**src/rtl/hamming74_stream_decoder.sv**
```systemverilog
// Hamming(7,4) stream decoder: corrects single-bit errors, flags a nonzero syndrome.
// Latency: two clk edges from input transfer to out_valid while the pipe advances.
// Backpressure: a stalled output freezes both stages; in_ready follows the global advance.
// Optional statistics counter is built only when HAM74_STATS_EN is defined;
// otherwise corr_cnt is tied to zero and cnt_clr is ignored.
module hamming74_stream_decoder #(
    parameter int CNT_W = 16
) (
    input  logic             clk,
    input  logic             rst_n,
    input  logic             in_valid,
    output logic             in_ready,
    input  logic [6:0]       in_code,
    input  logic             corr_en,
    output logic             out_valid,
    input  logic             out_ready,
    output logic [3:0]       out_data,
    output logic             out_err,
    output logic [2:0]       out_syn,
    input  logic             cnt_clr,
    output logic [CNT_W-1:0] corr_cnt
);

    // Both stages move as one; the pipe only stops when the sink refuses a valid word.
    logic       adv;
    logic [2:0] in_syn;

    // Stage 1 keeps only the data positions of the codeword: once the syndrome is
    // captured, the parity bits carry no further information for the data path.
    logic       s1_vld;
    logic [3:0] s1_data;
    logic [2:0] s1_syn;
    logic       s1_corr;

    logic [3:0] fix_data;
    logic       fix_err;

    assign adv      = !out_valid || out_ready;
    assign in_ready = adv;

    // Syndrome bits: each one checks the code positions whose 1-based index has that bit set.
    always_comb begin
        in_syn    = 3'd0;
        in_syn[0] = in_code[0] ^ in_code[2] ^ in_code[4] ^ in_code[6];
        in_syn[1] = in_code[1] ^ in_code[2] ^ in_code[5] ^ in_code[6];
        in_syn[2] = in_code[3] ^ in_code[4] ^ in_code[5] ^ in_code[6];
    end

    // Stage 1: capture the word, its syndrome and the correction mode on every advance.
    always_ff @(posedge clk or negedge rst_n) begin
        if (!rst_n) begin
            s1_vld  <= 1'b0;
            s1_data <= 4'd0;
            s1_syn  <= 3'd0;
            s1_corr <= 1'b0;
        end else if (adv) begin
            s1_vld <= in_valid;
            if (in_valid) begin
                s1_data <= {in_code[6], in_code[5], in_code[4], in_code[2]};
                s1_syn  <= in_syn;
                s1_corr <= corr_en;
            end
        end
    end

    // Correction: a syndrome naming a data position flips that bit; parity hits leave data alone.
    always_comb begin
        fix_data    = s1_data;
        fix_err     = (s1_syn != 3'd0);
        fix_data[0] = s1_data[0] ^ (s1_corr && (s1_syn == 3'd3));
        fix_data[1] = s1_data[1] ^ (s1_corr && (s1_syn == 3'd5));
        fix_data[2] = s1_data[2] ^ (s1_corr && (s1_syn == 3'd6));
        fix_data[3] = s1_data[3] ^ (s1_corr && (s1_syn == 3'd7));
    end

    // Stage 2: output register; a stage-1 bubble becomes out_valid=0 with data held.
    always_ff @(posedge clk or negedge rst_n) begin
        if (!rst_n) begin
            out_valid <= 1'b0;
            out_data  <= 4'd0;
            out_err   <= 1'b0;
            out_syn   <= 3'd0;
        end else if (adv) begin
            out_valid <= s1_vld;
            if (s1_vld) begin
                out_data <= fix_data;
                out_err  <= fix_err;
                out_syn  <= s1_syn;
            end
        end
    end

`ifdef HAM74_STATS_EN
    logic [CNT_W-1:0] cnt_q;

    // Count delivered flagged words; saturate at all-ones, clear has priority.
    always_ff @(posedge clk or negedge rst_n) begin
        if (!rst_n) begin
            cnt_q <= '0;
        end else if (cnt_clr) begin
            cnt_q <= '0;
        end else if (out_valid && out_ready && out_err && (cnt_q != {CNT_W{1'b1}})) begin
            cnt_q <= cnt_q + {{(CNT_W-1){1'b0}}, 1'b1};
        end
    end

    assign corr_cnt = cnt_q;
`else
    logic unused_cnt_clr;

    assign unused_cnt_clr = cnt_clr;
    assign corr_cnt       = '0;
`endif

endmodule

```
**config.mk**
```make
export PLATFORM = sky130hd
export DESIGN_NAME = hamming74_stream_decoder
export DESIGN_NICKNAME = d
export VERILOG_FILES = /design/src/rtl/hamming74_stream_decoder.sv
export SDC_FILE = /design/constraint.sdc
export NUM_CORES = 1
export LEC_CHECK = 0
export BUFFER_PORTS_ARGS = -buffer_cell sky130_fd_sc_hd__buf_2
export CORE_AREA = 8 8 55 57
export CTS_BUF_LIST = sky130_fd_sc_hd__clkbuf_2 sky130_fd_sc_hd__clkbuf_4 sky130_fd_sc_hd__clkbuf_8
export DETAILED_ROUTE_END_ITERATION = 12
export DIE_AREA = 0 0 63 65
export GPL_ROUTABILITY_DRIVEN = 1
export GPL_TIMING_DRIVEN = 1
export PLACE_DENSITY = 0.73
export SYNTH_ARGS = -nofsm -noshare
export SYNTH_HDL_FRONTEND = slang
export SYNTH_SLANG_ARGS = --single-unit
```
**constraint.sdc**
```tcl
create_clock -name clk -period 1.3 [get_ports clk]
set_input_delay 0.13 -clock clk [delete_from_list [all_inputs] [get_ports clk]]
set_output_delay 0.13 -clock clk [all_outputs]
set_load 0.1 [all_outputs]
```
* Yosys cells after proc, flatten, opt, wreduce, memory -nomap -nowiden
Cells that the tools add are included.
Word-level totals: register bits after elaboration 18, bits in latches 0, RAM bits 0, ROM bits 0, output and inout port bits 26, logic and storage cells 34, memories 0
Operators by class: add/subtract/negate cells 0, multipliers 0, divide/modulo/power cells 0, magnitude comparators 0, eq/ne operators 4, shift-type cells 0, multiplexer cells 0, bitwise gates (word level) 13, reductions and logical operators 9
Operator list (number):
- $xor 1x1->1 | 13
- $eq 3x3->1 const B | 3
- $logic_and 1x1->1 | 4
- $reduce_and 2->1 | 2
- $eq 3x2->1 const B | 1
- $reduce_bool 3->1 | 1
- $logic_not 1->1 | 1
- $logic_or 1x1->1 | 1

* Longest topological paths before layout
Gate-level depths: netlist (run 1).
depth in word-level cells 3, depth in mapped cells 4, depth with buffers taken out 3

* Worst setup path before layout (run 1)
Ideal clock, no wire load.
path kind reg-to-reg, start reg out_valid, end reg s1_corr, arrival time 1.923 ns, slack -0.748 ns, stages on the path, launching flop included 5, path through dfrtp_1 nand2b_1 buf_2 nand2_2 mux2_2
Between the ends: word-level cells in the longest chain between the ends 3
RTL lines:
- from (decl) | RTL line 15 | output logic out_valid,
- from (signal assigned) | RTL line 84 | out_valid <= s1_vld;
- $logic_not 1->1 | RTL line 38 | assign adv = !out_valid || out_ready;
- $logic_or 1x1->1 | RTL line 38
- via in_ready | RTL line 12 | output logic in_ready,
- $reduce_and 2->1 (no line)
- to (signal assigned) | RTL line 61 | s1_corr <= corr_en;
- to (decl) | RTL line 33 | logic s1_corr;
The timed path passes the listed nets, and every way through them passes these cells. A chain may end at the register's enable or synchronous reset.

* Worst setup path after layout (run 1)
start reg out_valid, end reg s1_data[1]
Between the ends: word-level cells in the longest chain between the ends 3
RTL lines:
- $logic_not 1->1 | RTL line 38
- $logic_or 1x1->1 | RTL line 38
- $reduce_and 2->1 (no line)
- to (signal assigned) | RTL line 59 | s1_data <= {in_code[6], in_code[5], in_code[4], in_code[2]};
- to (decl) | RTL line 31 | logic [3:0] s1_data;
No other way between the ends.

==> impl_metrics.env, run 1 <==
export IMPL_outcome="completed"
export IMPL_finClkSkew_ns=0.00630
export IMPL_clock_path_buffers=2
export IMPL_numPortBuffers=21
export IMPL_pin_count=39
export IMPL_cts_tree="done"
export IMPL_cts_root_buf="clkbuf_4"
export IMPL_antenna_found_initial=0
export IMPL_hold_class="input pin to flop"
export IMPL_clock_sinks=18
export IMPL_drc_errors=0
export IMPL_tns_ns=0
export IMPL_placed_cells=123
export IMPL_clkTransAtPathRegs_ns=0.10
export IMPL_num_vias=605
export IMPL_firstDrtPassIters=2
export IMPL_power_density_mw_per_mm2=2570
export IMPL_start_util=0.438
export IMPL_grt_pass1_vias=684
export IMPL_fin_hold_ws_ns=0.0750
export IMPL_ys_top_cells_by_area="dfrtp_1, mux2_2, buf_4"
export IMPL_rows=17
export IMPL_worstPathMaxFanout=9
export IMPL_fillers=191
export IMPL_crit_arrival_ns=1.41
export IMPL_fin_area_mm2=0.00115
export IMPL_synth_cell_types=18
export IMPL_yosysSeqAreaShare=0.479
export IMPL_syn_avg_cell_area_um2=12.4
export IMPL_setup_viol=0
export IMPL_multi_input_area_um2=453
export IMPL_place_ws_ns=0.105
export IMPL_cts_buffers=3
export IMPL_seq_area_um2=454
export IMPL_p_leak_nw=0.521
export IMPL_cap_viol_max_count=0
export IMPL_synth_largest_area_cell="dfrtp_1"
export IMPL_fin_ws_ns=0.0678
export IMPL_period_needed_ns=1.23
export IMPL_crit_required_ns=1.48
export IMPL_wl_per_cell_um=13.4
export IMPL_h_tree_depth=1
export IMPL_grt_use_total=0.0962
export IMPL_ys_ff_latch=18
export IMPL_via_per_inst=4.62
export IMPL_rrSetupSlack_ns=0.07
export IMPL_drt_wl_total_mm=1.76
export IMPL_cts_resized=0
export IMPL_startpoint_type="flop"
export IMPL_syn_instance_count=76
export IMPL_end_kind="flop"
export IMPL_antenna_cells=0
export IMPL_initialDrtViolationCount=10
export IMPL_overflow=0
export IMPL_insertion_delay_ns=0.29
export IMPL_rsz0062_at_grt="false"
export IMPL_yosys_area_top_type_share=0.479
export IMPL_core_mm2=0.00215
export IMPL_drv_slew=0
export IMPL_syn_area_um2=941
export IMPL_layout_worst_path_cycle_share=0.948
export IMPL_worstSetupPathType="flop to flop"
export IMPL_post_dp_cell_area_mm2=0.00108
export IMPL_die_h_um=65
export IMPL_max_vdd_ir_drop_uv=1650
export IMPL_grt_start_max_net_pins=19
export IMPL_hpwl_mm=1.39
export IMPL_drive_gt1_frac=0.466
export IMPL_grt_pass1_wl_mm=3.24
export IMPL_dieArea_mm2=0.00410
export IMPL_yosysWarnings=0
export IMPL_finalHoldViolCount=0
export IMPL_area_growth_pct=22.2
export IMPL_final_antenna_net_count=0
export IMPL_die_w_um=63
export IMPL_max_freq_ghz=0.812
export IMPL_globalplace_congestion=0.783
export IMPL_finalNonFillerCells=131
export IMPL_nNetsFinal=117
[cell usage in the layout (no fill, tap or decap), drive strengths merged, types with 2 or more instances in the layout]
master  instances
xnor2          10
xor2            2
buf            24
nand4b          3
nand2           3
dfrtp          18
mux2           15
clkbuf          4
conb           16
[worst max-delay path: stages (launching register included)]
cell and delay (ns):
dfrtp_4 0.46, nand2b_4 0.07, buf_4 0.16, nand2_8 0.09, mux2_2 0.34
[layer usage]
metal | part of all wire | global-route usage | routed length (um) | up-vias
met5 | 0 | 0 | 0 | -
met3 | 0.072 | 0.0275 | 127 | 5
li1 | - | - | - | 279
met1 | 0.42 | 0.106 | 734 | 295
met2 | 0.48 | 0.157 | 849 | 26
met4 | 0.026 | 0.0684 | 46 | 0
[report_power, final]
group	internal (mW)	leakage [nW]	switching (mW)
Combinational	0.357	0.293	1.36
Clock	0.171	0.0210	0.170
Sequential	0.747	0.208	0.148
Total	1.27	0.521	1.68
[final timing paths]
path / start / depth (start not counted) / to
min in group asynchronous: rst_n / 2 / s1_syn[0]$_DFFE_PN0P_
max in group asynchronous: rst_n / 2 / out_valid$_DFFE_PN0N_
setup / recovery: out_valid$_DFFE_PN0N_ / 4 / s1_data[1]$_DFFE_PN0P_
hold / removal: corr_en / 2 / s1_corr$_DFFE_PN0P_
hold reg to reg: out_syn[1]$_DFFE_PN0P_ / 1 / out_syn[1]$_DFFE_PN0P_
setup reg to reg: out_valid$_DFFE_PN0N_ / 4 / s1_data[1]$_DFFE_PN0P_
[metrics by stage]
stage,utilization,power (mW)
final,0.535,2.96
after detailed placement,0.503,2.63
after global routing,0.535,3.09
after floorplan,-,2.39
after global placement,0.503,2.60
after CTS,0.535,2.98
[synthesized netlist by cell type (all sizes together)]
master,count
nand2,3
dfrtp,18
mux2,15
nand2b,1
nor3,1
xnor2,10
conb,1
a31oi,1
xor2,2
o21ai,1
inv,1
buf,17
nand4b,3
nand4,1
a21oi,1
[cell type report]
type                            count  share of cell area
Clock buffer                        4              0.0316
Inverter                            1             0.00326
Multi-Input combinational cell     55               0.394
Sequential cell                    18               0.395
Tap cell                           28              0.0305
Timing Repair Buffer               25               0.146
[what timing repair did]
action | in CTS | in global routing
buffers inserted | 3 | 0
hold endpoints to repair | 18 | 0
hold buffers | 1 | 0
endpoints found under the setup margin | 1 | 0
[registers in the layout, indices dropped and copies added, names as in the netlist]
| signal | cells |
|---|---|
| out_data | 4 |
| s1_data | 4 |
| out_syn | 3 |
| s1_syn | 3 |
| out_err | 1 |
| s1_corr | 1 |
| out_valid | 1 |
| s1_vld | 1 |
[logic make-up after synthesis]
group	Yosys count	synth area share
flip-flops	18	0.479
AND/OR/NAND/NOR	9	0.0638
AO/OA/AOI/OAI	3	0.0173
buffers and inverters	18	0.137
XOR/XNOR	12	0.120
multiplexers	15	0.180
other	1	0.00399
(Power assumes the default switching activity.)
==> run 2: changes to the inputs <==
Settings changed: CORE_AREA 8 8 55 57 to 8 8 56 58, DIE_AREA 0 0 63 65 to 0 0 64 66.
Clock period 1.3 ns to 1.05 ns, I/O delays scaled along.
==> run 2 against run 1 <==
The flow now finishes with violations (negative setup slack); flip-flop and latch count is the same; total power grew 45%; highest routed layer is now met3; final cell count grew 4.6%; die area grew 3.2%; first-iteration DRC count shrank 30%; largest power group unchanged; critical path type is now flop to output pin; clock-buffer cell count is the same; sequential power grew 33%; setup slack lost 0.25 ns.
==> impl_metrics.env, run 2 (synthesized netlist as in run 1, its figures left out) <==
export IMPL_max_freq_ghz=0.814
export IMPL_drt_wl_total_mm=1.62
export IMPL_end_kind="output pin"
export IMPL_grt_pass1_vias=663
export IMPL_setup_viol=19
export IMPL_globalplace_congestion=0.711
export IMPL_nNetsFinal=121
export IMPL_drive_gt1_frac=0.486
export IMPL_cts_buffers=3
export IMPL_reg2reg_depth=4
export IMPL_outcome="finished, violations left"
export IMPL_final_antenna_net_count=0
export IMPL_cts_root_buf="clkbuf_4"
export IMPL_antenna_found_initial=0
export IMPL_num_vias=602
export IMPL_startpoint_type="flop"
export IMPL_mostFrequentLayoutCells="dfrtp_1, conb_1, mux2_2"
export IMPL_path_buf_inv=2
export IMPL_via_per_inst=4.39
export IMPL_worstPathCellList="nand2b_4 > buf_6 > buf_12"
export IMPL_clock_path_buffers=2
export IMPL_place_ws_ns=-0.0919
export IMPL_path_depth=3
export IMPL_hold_class="input pin to flop"
export IMPL_multi_input_area_um2=453
export IMPL_start_util=0.406
export IMPL_grt_pass1_wl_mm=2.81
export IMPL_insertion_delay_ns=0.29
export IMPL_period_needed_ns=1.23
export IMPL_fillers=204
export IMPL_h_tree_depth=1
export IMPL_layout_worst_path_cycle_share=1.17
export IMPL_reg_largest_list="out_data: 4 flops, s1_data: 4 flops"
export IMPL_grt_use_total=0.0806
export IMPL_drv_slew=0
export IMPL_rows=18
export IMPL_crit_arrival_ns=1.12
export IMPL_p_leak_nw=0.587
export IMPL_wl_per_cell_um=11.8
export IMPL_power_density_mw_per_mm2=3270
export IMPL_p_comb_frac=0.625
export IMPL_critPathTopFamily="flip-flops"
export IMPL_fin_ws_ns=-0.179
export IMPL_clock_sinks=18
export IMPL_area_growth_pct=38.8
export IMPL_critPathMaxStageDelay_ns=0.51
export IMPL_finClkSkew_ns=0.00201
export IMPL_internal_power_mw=2.10
export IMPL_dieArea_mm2=0.00422
export IMPL_placed_cells=131
export IMPL_firstDrtPassIters=4
export IMPL_die_h_um=66
export IMPL_pin_count=39
export IMPL_worstSetupPathType="flop to output pin"
export IMPL_finalHoldViolCount=0
export IMPL_core_mm2=0.00232
export IMPL_crit_slowest_cell="dfrtp_4"
export IMPL_final_common_cell="dfrtp_1"
export IMPL_max_vdd_ir_drop_uv=1890
export IMPL_holdPathStages=2
export IMPL_p_clk_frac=0.098
export IMPL_antenna_cells=0
export IMPL_p_seq_frac=0.278
export IMPL_crit_required_ns=0.94
export IMPL_grt_start_max_net_pins=19
export IMPL_initialDrtViolationCount=7
export IMPL_rsz0062_at_grt="true"
export IMPL_cap_viol_max_count=0
export IMPL_clkTransAtPathRegs_ns=0.10
export IMPL_seq_area_um2=454
export IMPL_numPortBuffers=21
export IMPL_p_switching_mw=2.17
export IMPL_tns_ns=-2.96
export IMPL_final_util=0.563
export IMPL_finalNonFillerCells=137
export IMPL_die_w_um=64
export IMPL_hpwl_mm=1.38
export IMPL_overflow=0
export IMPL_worstPathMaxFanout=2
export IMPL_drc_errors=0
export IMPL_cts_tree="done"
export IMPL_violations="negative setup slack"
export IMPL_swShare=0.508
run 2: cell count changes in the layout (fill, tap and decap cells not counted):
| cell | change |
|---|---|
| buf_6 | +1 |
| buf_2 | -8 |
| buf_12 | +8 |
| buf_4 | +3 |
run 2: per-layer routing:
layer | share of wire | GRT usage | routed length (um) | up-vias
li1 | - | - | - | 285
met1 | 0.40 | 0.0838 | 643 | 291
met2 | 0.51 | 0.149 | 821 | 26
met3 | 0.093 | 0.0271 | 151 | 0
met4 | 0 | 0.0251 | 0 | 0
met5 | 0 | 0 | 0 | -
run 2: repair_timing:
item	in CTS	in global routing
resized for setup	1	0
hold endpoints to repair	18	0
endpoints found under the setup margin	18	20
buffers inserted	1	0
gates cloned	0	0
hold buffers	1	0
run 2: stage by stage:
| stage | cell area (um^2) | hold slack (ns) | total power, mW |
|---|---|---|---|
| final | 1310 | 0.0525 | 4.28 |
| after global routing | 1310 | 0.0497 | 4.43 |
| after floorplan | 1050 | -0.191 | 2.95 |
| after CTS | 1310 | 0.0453 | 4.31 |
| after detailed placement | 1250 | 0.0502 | 3.88 |
| after global placement | 1250 | 0.0424 | 3.84 |
run 2: cell type report:
type / count / share of cell area
clock buffer: 4 / 0.0278
timing repair buffer: 29 / 0.246
multi-input combinational: 55 / 0.347
tap: 30 / 0.0287
sequential: 18 / 0.348
inverter: 1 / 0.00287
run 2: final timing paths:
check,from,to,slack [ns]
max in group asynchronous,rst_n,out_valid$_DFFE_PN0N_,0.48
min,corr_en,s1_corr$_DFFE_PN0P_,0.05
min reg2reg,s1_data[0]$_DFFE_PN0P_,s1_data[0]$_DFFE_PN0P_,0.54
max reg2reg,out_valid$_DFFE_PN0N_,s1_corr$_DFFE_PN0P_,-0.18
min in group asynchronous,rst_n,s1_data[2]$_DFFE_PN0P_,0.26
max,out_valid$_DFFE_PN0N_,in_ready,-0.18
run 2: worst reg2reg max path, stage by stage (launching register included):
cell and delay (ns):
dfrtp_4 0.51, nand2b_4 0.08, buf_4 0.17, nand2_8 0.09
mux2_2 0.28
run 2: power by group through the flow:
stage / registers [mW] / clock network (mW) / logic, mW
after floorplan: 2.24 / 0 / 0.719
after global placement: 1.19 / 0 / 2.66
after detailed placement: 1.20 / 0 / 2.68
after CTS: 1.19 / 0.429 / 2.69
after global routing: 1.22 / 0.457 / 2.75
final: 1.19 / 0.419 / 2.67
